[config.mk]
export PLATFORM = sky130hd
export DESIGN_NAME = ls_arbiter_flat
export DESIGN_NICKNAME = d
export VERILOG_FILES = /design/src/rtl/ls_arbiter_if.sv /design/src/rtl/ls_arbiter.sv /design/src/flat_wrapper.sv
export SDC_FILE = /design/constraint.sdc
export NUM_CORES = 1
export LEC_CHECK = 0
export CAP_MARGIN = 20
export CORE_AREA = 2 2 321 323
export DETAILED_ROUTE_END_ITERATION = 6
export DIE_AREA = 0 0 323 325
export DONT_BUFFER_PORTS = 1
export PLACE_DENSITY = 0.3
export SYNTH_ARGS = -nofsm -noshare
export SYNTH_HDL_FRONTEND = slang
export SYNTH_SLANG_ARGS = --single-unit
[constraint.sdc]
create_clock -name clk_i -period 2.1 [get_ports clk_i]
set_input_delay 0.42 -clock clk_i [delete_from_list [all_inputs] [get_ports clk_i]]
set_output_delay 0.42 -clock clk_i [all_outputs]
set_load 0.02 [all_outputs]
[src/rtl/ls_arbiter_if.sv]
// Bundle of LSU, DMA and DataMemory signals around the local-store arbiter.
// The slave modport is the arbiter's view; master is the surrounding system.
interface ls_arbiter_if #(
   parameter int unsigned ADDR_W = 14,
   parameter int unsigned DATA_W = 128
);
   logic              lsu_req;
   logic              lsu_we;
   logic [ADDR_W-1:0] lsu_addr;
   logic [DATA_W-1:0] lsu_wdata;
   logic              lsu_gnt;
   logic              lsu_rvalid;
   logic [DATA_W-1:0] lsu_rdata;

   logic              dma_req;
   logic              dma_we;
   logic [ADDR_W-1:0] dma_addr;
   logic [DATA_W-1:0] dma_wdata;
   logic              dma_gnt;
   logic              dma_rvalid;
   logic [DATA_W-1:0] dma_rdata;
   logic              dma_done;

   logic [ADDR_W-1:0] mem_addr;
   logic [DATA_W-1:0] mem_wdata;
   logic              mem_write;
   logic              mem_read;
   logic [DATA_W-1:0] mem_rdata;

   modport slave (
      input  lsu_req, lsu_we, lsu_addr, lsu_wdata,
      output lsu_gnt, lsu_rvalid, lsu_rdata,
      input  dma_req, dma_we, dma_addr, dma_wdata,
      output dma_gnt, dma_rvalid, dma_rdata, dma_done,
      output mem_addr, mem_wdata, mem_write, mem_read,
      input  mem_rdata
   );

   modport master (
      output lsu_req, lsu_we, lsu_addr, lsu_wdata,
      input  lsu_gnt, lsu_rvalid, lsu_rdata,
      output dma_req, dma_we, dma_addr, dma_wdata,
      input  dma_gnt, dma_rvalid, dma_rdata, dma_done,
      input  mem_addr, mem_wdata, mem_write,mem_read,
      output mem_rdata
   );
endinterface

[src/rtl/ls_arbiter.sv]
// Local-store arbiter: shares single-port DataMemory between LSU and DMA line bursts,
// with a starvation counter that bounds how long the LSU can be held off.
module ls_arbiter #(
   parameter int unsigned ADDR_W     = 14,
   parameter int unsigned DATA_W     = 128,
   parameter int unsigned STARVE_MAX = 4
) (
   input logic          clk_i,
   input logic          rst_ni,
   ls_arbiter_if.slave  bus_io
);
   localparam int unsigned StarveW = $clog2(STARVE_MAX + 1);
   localparam int unsigned LineW   = ADDR_W - 3;

   typedef enum logic [0:0] {StIdle, StBurst} state_e;

   state_e              state_q, state_d;
   logic [2:0]          beat_q, beat_d;
   logic [LineW-1:0]    base_q, base_d;
   logic                we_q, we_d;
   logic [StarveW-1:0]  starve_q, starve_d;
   logic                lsu_rv_q, lsu_rv_d;
   logic                dma_rv_q, dma_rv_d;
   logic                done_q, done_d;

   logic                force_lsu;
   logic                lsu_gnt, dma_gnt;
   logic                dma_we_eff;
   logic [ADDR_W-1:0]   dma_mem_addr;
   logic [ADDR_W-1:0]   mem_addr;
   logic [DATA_W-1:0]   mem_wdata;
   logic                mem_write, mem_read;
   logic [2:0]          unused_dma_addr_lsb;

   assign unused_dma_addr_lsb = bus_io.dma_addr[2:0];

   // Grants are gated by reset so nothing reaches memory while reset is held.
   always_comb begin
      force_lsu    = bus_io.lsu_req && (starve_q == StarveW'(STARVE_MAX));
      lsu_gnt      = rst_ni && bus_io.lsu_req && (force_lsu || !bus_io.dma_req);
      dma_gnt      = rst_ni && bus_io.dma_req && !force_lsu;
      dma_we_eff   = (state_q == StIdle) ? bus_io.dma_we : we_q;
      dma_mem_addr = (state_q == StIdle) ? {bus_io.dma_addr[ADDR_W-1:3], 3'b000}
                                         : {base_q, beat_q};
   end

   always_comb begin
      mem_addr  = '0;
      mem_wdata = '0;
      mem_write = 1'b0;
      mem_read  = 1'b0;
      if (lsu_gnt) begin
         mem_addr  = bus_io.lsu_addr;
         mem_wdata = bus_io.lsu_wdata;
         mem_write = bus_io.lsu_we;
         mem_read  = !bus_io.lsu_we;
      end else if (dma_gnt) begin
         mem_addr  = dma_mem_addr;
         mem_wdata = bus_io.dma_wdata;
         mem_write = dma_we_eff;
         mem_read  = !dma_we_eff;
      end
   end

   always_comb begin
      state_d  = state_q;
      beat_d   = beat_q;
      base_d   = base_q;
      we_d     = we_q;
      starve_d = starve_q;
      done_d   = 1'b0;
      lsu_rv_d = lsu_gnt && !bus_io.lsu_we;
      dma_rv_d = dma_gnt && !dma_we_eff;

      if (lsu_gnt) begin
         starve_d = '0;
      end else if (bus_io.lsu_req && !force_lsu) begin
         starve_d = starve_q + StarveW'(1);
      end

      if (dma_gnt) begin
         unique case (state_q)
            StIdle: begin
               base_d  = bus_io.dma_addr[ADDR_W-1:3];
               we_d    = bus_io.dma_we;
               beat_d  = 3'd1;
               state_d = StBurst;
            end
            StBurst: begin
               beat_d = beat_q + 3'd1;
               if (beat_q == 3'd7) begin
                  state_d = StIdle;
                  beat_d  = 3'd0;
                  done_d  = 1'b1;
               end
            end
            default: state_d = StIdle;
         endcase
      end
   end

   always_ff @(posedge clk_i or negedge rst_ni) begin
      if (!rst_ni) begin
         state_q  <= StIdle;
         beat_q   <= '0;
         base_q   <= '0;
         we_q     <= 1'b0;
         starve_q <= '0;
         lsu_rv_q <= 1'b0;
         dma_rv_q <= 1'b0;
         done_q   <= 1'b0;
      end else begin
         state_q  <= state_d;
         beat_q   <= beat_d;
         base_q   <= base_d;
         we_q     <= we_d;
         starve_q <= starve_d;
         lsu_rv_q <= lsu_rv_d;
         dma_rv_q <= dma_rv_d;
         done_q   <= done_d;
      end
   end

   assign bus_io.lsu_gnt    = lsu_gnt;
   assign bus_io.dma_gnt    = dma_gnt;
   assign bus_io.mem_addr   = mem_addr;
   assign bus_io.mem_wdata  = mem_wdata;
   assign bus_io.mem_write  = mem_write;
   assign bus_io.mem_read   = mem_read;
   assign bus_io.lsu_rvalid = lsu_rv_q;
   assign bus_io.dma_rvalid = dma_rv_q;
   assign bus_io.lsu_rdata  = bus_io.mem_rdata;
   assign bus_io.dma_rdata  = bus_io.mem_rdata;
   assign bus_io.dma_done   = done_q;
endmodule

[src/flat_wrapper.sv]
// flat-port wrapper written by rule: the top's interface ports become plain ports
module ls_arbiter_flat 
#(
   parameter int unsigned ADDR_W     = 14,
   parameter int unsigned DATA_W     = 128,
   parameter int unsigned STARVE_MAX = 4
)
  (clk_i, rst_ni, bus_io_lsu_req, bus_io_lsu_we, bus_io_lsu_addr, bus_io_lsu_wdata, bus_io_lsu_gnt, bus_io_lsu_rvalid, bus_io_lsu_rdata, bus_io_dma_req, bus_io_dma_we, bus_io_dma_addr, bus_io_dma_wdata, bus_io_dma_gnt, bus_io_dma_rvalid, bus_io_dma_rdata, bus_io_dma_done, bus_io_mem_addr, bus_io_mem_wdata, bus_io_mem_write, bus_io_mem_read, bus_io_mem_rdata);
  ls_arbiter_if #(.ADDR_W(ADDR_W), .DATA_W(DATA_W)) bus_io_i ();
  input logic clk_i;
  input logic rst_ni;
  input wire logic [$bits(bus_io_i.lsu_req)-1:0] bus_io_lsu_req;
  input wire logic [$bits(bus_io_i.lsu_we)-1:0] bus_io_lsu_we;
  input wire logic [$bits(bus_io_i.lsu_addr)-1:0] bus_io_lsu_addr;
  input wire logic [$bits(bus_io_i.lsu_wdata)-1:0] bus_io_lsu_wdata;
  output wire logic [$bits(bus_io_i.lsu_gnt)-1:0] bus_io_lsu_gnt;
  output wire logic [$bits(bus_io_i.lsu_rvalid)-1:0] bus_io_lsu_rvalid;
  output wire logic [$bits(bus_io_i.lsu_rdata)-1:0] bus_io_lsu_rdata;
  input wire logic [$bits(bus_io_i.dma_req)-1:0] bus_io_dma_req;
  input wire logic [$bits(bus_io_i.dma_we)-1:0] bus_io_dma_we;
  input wire logic [$bits(bus_io_i.dma_addr)-1:0] bus_io_dma_addr;
  input wire logic [$bits(bus_io_i.dma_wdata)-1:0] bus_io_dma_wdata;
  output wire logic [$bits(bus_io_i.dma_gnt)-1:0] bus_io_dma_gnt;
  output wire logic [$bits(bus_io_i.dma_rvalid)-1:0] bus_io_dma_rvalid;
  output wire logic [$bits(bus_io_i.dma_rdata)-1:0] bus_io_dma_rdata;
  output wire logic [$bits(bus_io_i.dma_done)-1:0] bus_io_dma_done;
  output wire logic [$bits(bus_io_i.mem_addr)-1:0] bus_io_mem_addr;
  output wire logic [$bits(bus_io_i.mem_wdata)-1:0] bus_io_mem_wdata;
  output wire logic [$bits(bus_io_i.mem_write)-1:0] bus_io_mem_write;
  output wire logic [$bits(bus_io_i.mem_read)-1:0] bus_io_mem_read;
  input wire logic [$bits(bus_io_i.mem_rdata)-1:0] bus_io_mem_rdata;
  assign bus_io_i.lsu_req = bus_io_lsu_req;
  assign bus_io_i.lsu_we = bus_io_lsu_we;
  assign bus_io_i.lsu_addr = bus_io_lsu_addr;
  assign bus_io_i.lsu_wdata = bus_io_lsu_wdata;
  assign bus_io_lsu_gnt = bus_io_i.lsu_gnt;
  assign bus_io_lsu_rvalid = bus_io_i.lsu_rvalid;
  assign bus_io_lsu_rdata = bus_io_i.lsu_rdata;
  assign bus_io_i.dma_req = bus_io_dma_req;
  assign bus_io_i.dma_we = bus_io_dma_we;
  assign bus_io_i.dma_addr = bus_io_dma_addr;
  assign bus_io_i.dma_wdata = bus_io_dma_wdata;
  assign bus_io_dma_gnt = bus_io_i.dma_gnt;
  assign bus_io_dma_rvalid = bus_io_i.dma_rvalid;
  assign bus_io_dma_rdata = bus_io_i.dma_rdata;
  assign bus_io_dma_done = bus_io_i.dma_done;
  assign bus_io_mem_addr = bus_io_i.mem_addr;
  assign bus_io_mem_wdata = bus_io_i.mem_wdata;
  assign bus_io_mem_write = bus_io_i.mem_write;
  assign bus_io_mem_read = bus_io_i.mem_read;
  assign bus_io_i.mem_rdata = bus_io_mem_rdata;
  ls_arbiter #(.ADDR_W(ADDR_W), .DATA_W(DATA_W), .STARVE_MAX(STARVE_MAX)) u_core (.clk_i(clk_i), .rst_ni(rst_ni), .bus_io(bus_io_i));
endmodule
# Word level (Yosys, flattened, before mapping)
# Index checks and enable logic that the tools add are counted.
# op_classes
n_addsub,2
mul,0
n_div,0
order_cmp,0
n_eq_ne,2
shift,0
muxes,19
bitwise,1
n_reduce_logical,15
# op_table
operator,n
$mux 128,2
$mux 14,3
$mux 1,9
$mux 3,3
$logic_and 1x1->1,8
$add 3x1->3 const B,2
$eq 3x3->1 const B,2
$pmux 3 s2,1
$logic_not 1->1,4
$pmux 1 s2,1
$reduce_and 2->1,1
$reduce_bool 2->1,1
$logic_or 1x1->1,1
$not 1->1,1
# totals
ff_bits,22
latchBits,0
mem_bits_rw,0
mem_bits_ro,0
output_inout_bits,405
elab_cells,47
n_memories,0

# Logic depth before layout (Yosys ltp)
# depth
depth_word,6
ltp_mapped,9
ltp_nobuf,6

# Least setup slack after synthesis
# OpenSTA, ideal clock, no wires.
# synth_path
kind,register to output
startpoint,reg u_core.starve_q[0]
endpoint,out bus_io_mem_wdata[118]
t_arrival_ns,1.675
t_required_ns,1.680
slack_ns,0.005
path_stages_with_launch,9
n_path_buf,2
cell_sequence,dfrtp_1 > inv_1 > ha_1 > and3_4 > or2_1 > buf_6 > inv_6 > buf_2 > a22o_1
# synth_between
elab_chain_cells,6
elab_cells_between_ends,8
cone_classes,eq/ne: 1; mux: 2; reduce/logical: 5
# synth_rtl
element,line,source
from (decl),ls_arbiter.sv:21,"logic [StarveW-1:0] starve_q, starve_d;"
from (signal assigned),ls_arbiter.sv:117,starve_q <= starve_d;
$eq 3x3->1,ls_arbiter.sv:39,force_lsu = bus_io.lsu_req && (starve_q == StarveW'(STARVE_MAX));
$logic_and 1x1->1,ls_arbiter.sv:39,
$logic_not 1->1,ls_arbiter.sv:41,dma_gnt = rst_ni && bus_io.dma_req && !force_lsu;
$logic_and 1x1->1,ls_arbiter.sv:41,
named net bus_io_dma_gnt,flat_wrapper.sv:23,output wire logic [$bits(bus_io_i.dma_gnt)-1:0] bus_io_dma_gnt;
$mux 128,ls_arbiter.sv:57,end else if (dma_gnt) begin
$mux 128,ls_arbiter.sv:52,if (lsu_gnt) begin
to (decl),flat_wrapper.sv:28,output wire logic [$bits(bus_io_i.mem_wdata)-1:0] bus_io_mem_wdata;
# The timed path passes the listed nets, and every way through them passes these cells.

# Worst setup path after layout
# layout_path
startpoint,reg u_core.starve_q[1]
endpoint,out bus_io_mem_wdata[59]
# layout_between
elab_chain_cells,6
elab_cells_between_ends,8
cone_classes,eq/ne: 1; mux: 2; reduce/logical: 5
# layout_rtl
element,line
$eq 3x3->1 *,ls_arbiter.sv:39
$logic_and 1x1->1 *,ls_arbiter.sv:39
$logic_not 1->1,ls_arbiter.sv:41
$logic_and 1x1->1,ls_arbiter.sv:41
$mux 128,ls_arbiter.sv:57
$mux 128 *,ls_arbiter.sv:52
# Mark *: on every way between the ends. The rest lies on a longest branch, timed or not.

==> impl_metrics.toml <==
[floorplan]
io_pins = 823
dieArea_sq_mm = 0.105
coreArea_sq_mm = 0.101
die_height_um = 325
die_w_um = 323
rows = 117
initial_core_util_pct = 4.41

[timing]
fin_skew_ps = 2.18
rsz0062_at_grt = "true"
maxSlewViolCount = 0
fin_ws_ps = -413
worst_pin_slew_ps = 378
min_period_ps = 2510
setup_viol = 146
setup_tns_ps = -46800
relSlewSlack_pct = 74.8
hold_violations = 0
fin_crit_sh_pct = 120
max_freq_mhz = 398

[logic_synthesis]
synth_compound_area_share_pct = 29.4
yosys-top-cells-area = "buf_4 43%, a22o_1 25%, dfrtp_1 12%"
synth_top_area_share_pct = 43.2
synth-seq-area-share_pct = 12.3
syn_inst = 517
yosysMostFrequentCell = "buf_4"
synth_seq_cells = 22
synthFlopType = "dfrtp_1"
ys_types = 27
yosysTopAreaCell = "buf_4"
yosys.area_share.adder_pct = 1.12
synth_top_family_by_area = "buffers and inverters"
synth.avg_cell_area_sq_um = 8.64
yosys.area_share.xor_xnor_pct = 0
synth_area_sq_mm = 0.00447
yosysWarnings = 0
syn_nets = 939
synthTopCellsByCount = "257 x buf_4, 130 x a22o_1, 25 x buf_2, 22 x dfrtp_1, 14 x mux2_2"
synth_edf_count = 0
yosys.area_share.simple_pct = 2.02
async_reset_ff_share_pct = 100
synth_mux_area_share_pct = 6.67

[route]
ant_nets = 0
wl_per_cell_um = 22.0
routed-via-count = 3541
viasPerCell = 2.01
drtIter0Drc = 82
remaining_drc_errors = 0
drtPass1Iterations = 4
routed_wl_um = 38800

[worst_setup_path]
worst_setup_path_start_kind = "flip-flop"
rrSetupSlack_ps = 90
crit_family = "buffers and inverters"
cp.arrival_ps = 2090
crit_top_cell = "buf_12"
crit_cells = 10
crit_buf_inv = 6
crit_slowest_cell = "dfrtp_1"
critPathCaptureType = "output port"
crit_end = "bus_io_mem_wdata[59]"
r2r_cells = 9
worstPathRequired_ps = 1680
crit_type = "flip-flop to output port"
worstPathCellList = "inv_2 -> ha_4 -> and3_4 -> or2_4 -> inv_8 -> buf_12 -> buf_12 -> clkbuf_16 -> a22o_4 -> buf_12"
cp_max_fo = 5
timing.rr.start = "u_core.starve_q[1]"
reg2reg_to = "u_core.beat_q[0]"
max_stage_delay_ps = 390
crit_start = "u_core.starve_q[1]"

[global_route]
grt_pass1_wl_um = 45000
grt-ovfl-total = 0
grt_pass1_vias = 4048
grt_max_degree = 29
grtUsageTotal_pct = 6.72
antenna_found_initial = 0

[placement]
postPlaceCellArea_sq_mm = 0.00535
io_buffers = 0
hpwlAfterDp_um = 28800
place_ws_ps = -315
dpl.cell_count = 1696
gp_congestion = 0.721

[cells_and_area]
final_nets = 818
antenna_cells = 0
syn2layout_area_growth_pct = 79.3
stdcell_area_sq_mm = 0.00801
multi_input_area_sq_mm = 0.00288
layout-drive-gt1-share_pct = 78.5
instances_no_fill = 1763
num-fill-cells = 11764
seq_area_sq_um = 551

[pwr]
cellLeakagePower_uw = 0.00303
power_uw = 4430
p_per_area_mw_per_mm2 = 553
ir_drop_mv = 0.512

[status]
status = "complete, but fails checks"
violations = "setup timing"

[hold_path]
hp-class = "input port to flip-flop"
hp-start = "bus_io_dma_addr[12]"

[clock_network]
clockBufferDepth = 2
cts_root_buf = "clkbuf_16"
clk_pin_slew_worst_paths_ps = 70
cts_tree = "built"
cts_htree_levels = 1
numCtsBuffers = 3
cts.sinks = 22
worstSkewPairLatency_ps = 260

[job]
cap_violations = 0
-- placed cells by master, fill, tap and decap left out --
cell,Yosys,layout
nor3_1,2,1
dfrtp_1,22,22
inv_1,3,1
clkbuf_8,0,1
mux2_2,14,14
o2bb2ai_2,0,2
and3_1,1,1
mux2_4,2,2
nor3_2,0,1
a22o_4,0,103
buf_16,0,24
o2bb2ai_4,0,9
a32o_2,0,3
clkbuf_16,0,10
buf_12,0,52
buf_6,6,53
and3_4,1,1
buf_8,1,5
and2_1,1,1
a21oi_1,2,1
bufbuf_16,0,1
or2_4,0,1
inv_8,0,1
nand2b_1,1,1
nand2_4,0,1
ha_4,0,1
a21oi_4,0,1
nand2_1,5,4
o21ai_0,6,6
dlygate4sd3_1,0,1
nor2_1,2,2
inv_2,0,2
mux2i_1,11,11
nand3b_1,1,1
buf_4,257,22
ha_1,4,3
a22o_1,130,27
and4b_1,1,1
o2bb2ai_1,12,1
-- where the power goes --
part	total, uW	internal, uW	leakage (uW)	switching, uW
Sequential	715	599	0.000271	115
Combinational	3250	1660	0.00271	1580
Clock	470	292	0.0000442	178
-- layout make-up --
| class | instances | share of cell area [%] |
|---|---|---|
| clock buffer | 4 | 1.11 |
| inverter | 4 | 0.281 |
| multi-input combinational | 200 | 35.9 |
| sequential | 22 | 6.88 |
| tap | 1368 | 21.4 |
| timing repair buffer | 165 | 34.4 |
-- worst register-to-register path: cells and delay by family, from the launching register on --
family / cells / cell delay [ps]
AND/OR/NAND/NOR: 2 / 450
adder cells (fa/ha/maj): 1 / 160
buffers and inverters: 5 / 640
flip-flops: 1 / 360
multiplexers: 1 / 290
-- logic make-up (layout without fill, tap and decap cells) --
family / count (synthesis) / count (layout)
AO/OA/AOI/OAI: 153 / 153
adder cells (fa/ha/maj): 4 / 4
buffers and inverters: 295 / 173
flip-flops: 22 / 22
multiplexers: 27 / 27
AND/OR/NAND/NOR: 16 / 16
-- flip-flops by register name, indices dropped and copies added (netlist names) --
name                      count
u_core.starve_q               3
u_core.bus_io.lsu_rvalid      1
u_core.we_q                   1
u_core.base_q                11
u_core.beat_q                 3
u_core.bus_io.dma_rvalid      1
u_core.bus_io.dma_done        1
u_core.state_q                1
-- what timing repair did --
action / 4_1_cts / 5_1_grt
pin swaps: 32 / 46
hold endpoints to repair: 22 / 0
hold buffers: 2 / 0
gates cloned: 20 / 7
gates resized for setup: 218 / 51
endpoints found under the setup margin: 148 / 148
buffers inserted: 24 / 15
-- layer usage --
layer | up-vias | part of all wire (%) | global-route usage (%)
li1 | 1377 | - | -
met1 | 1602 | 41 | 8.18
met2 | 425 | 42 | 9.95
met3 | 137 | 12 | 2.87
met4 | 0 | 5.4 | 3.53
met5 | - | 0 | 0
-- worst min-delay path by stage --
stage,end,cells after the start
2_1_floorplan,u_core.base_q[0],0
3_3_place_gp,u_core.base_q[3],0
3_5_place_dp,u_core.beat_q[2],0
4_1_cts,u_core.base_q[9],1
5_1_grt,u_core.we_q,1
6_report,u_core.base_q[9],1
-- through the flow --
step | hold slack, ps | utilization [%]
after floorplan | 124 | -
after global placement | 125 | 5.29
after detailed placement | 125 | 5.29
after CTS | 297 | 7.44
after global routing | 293 | 7.90
final | 301 | 7.90
(Power assumes the default switching activity.)
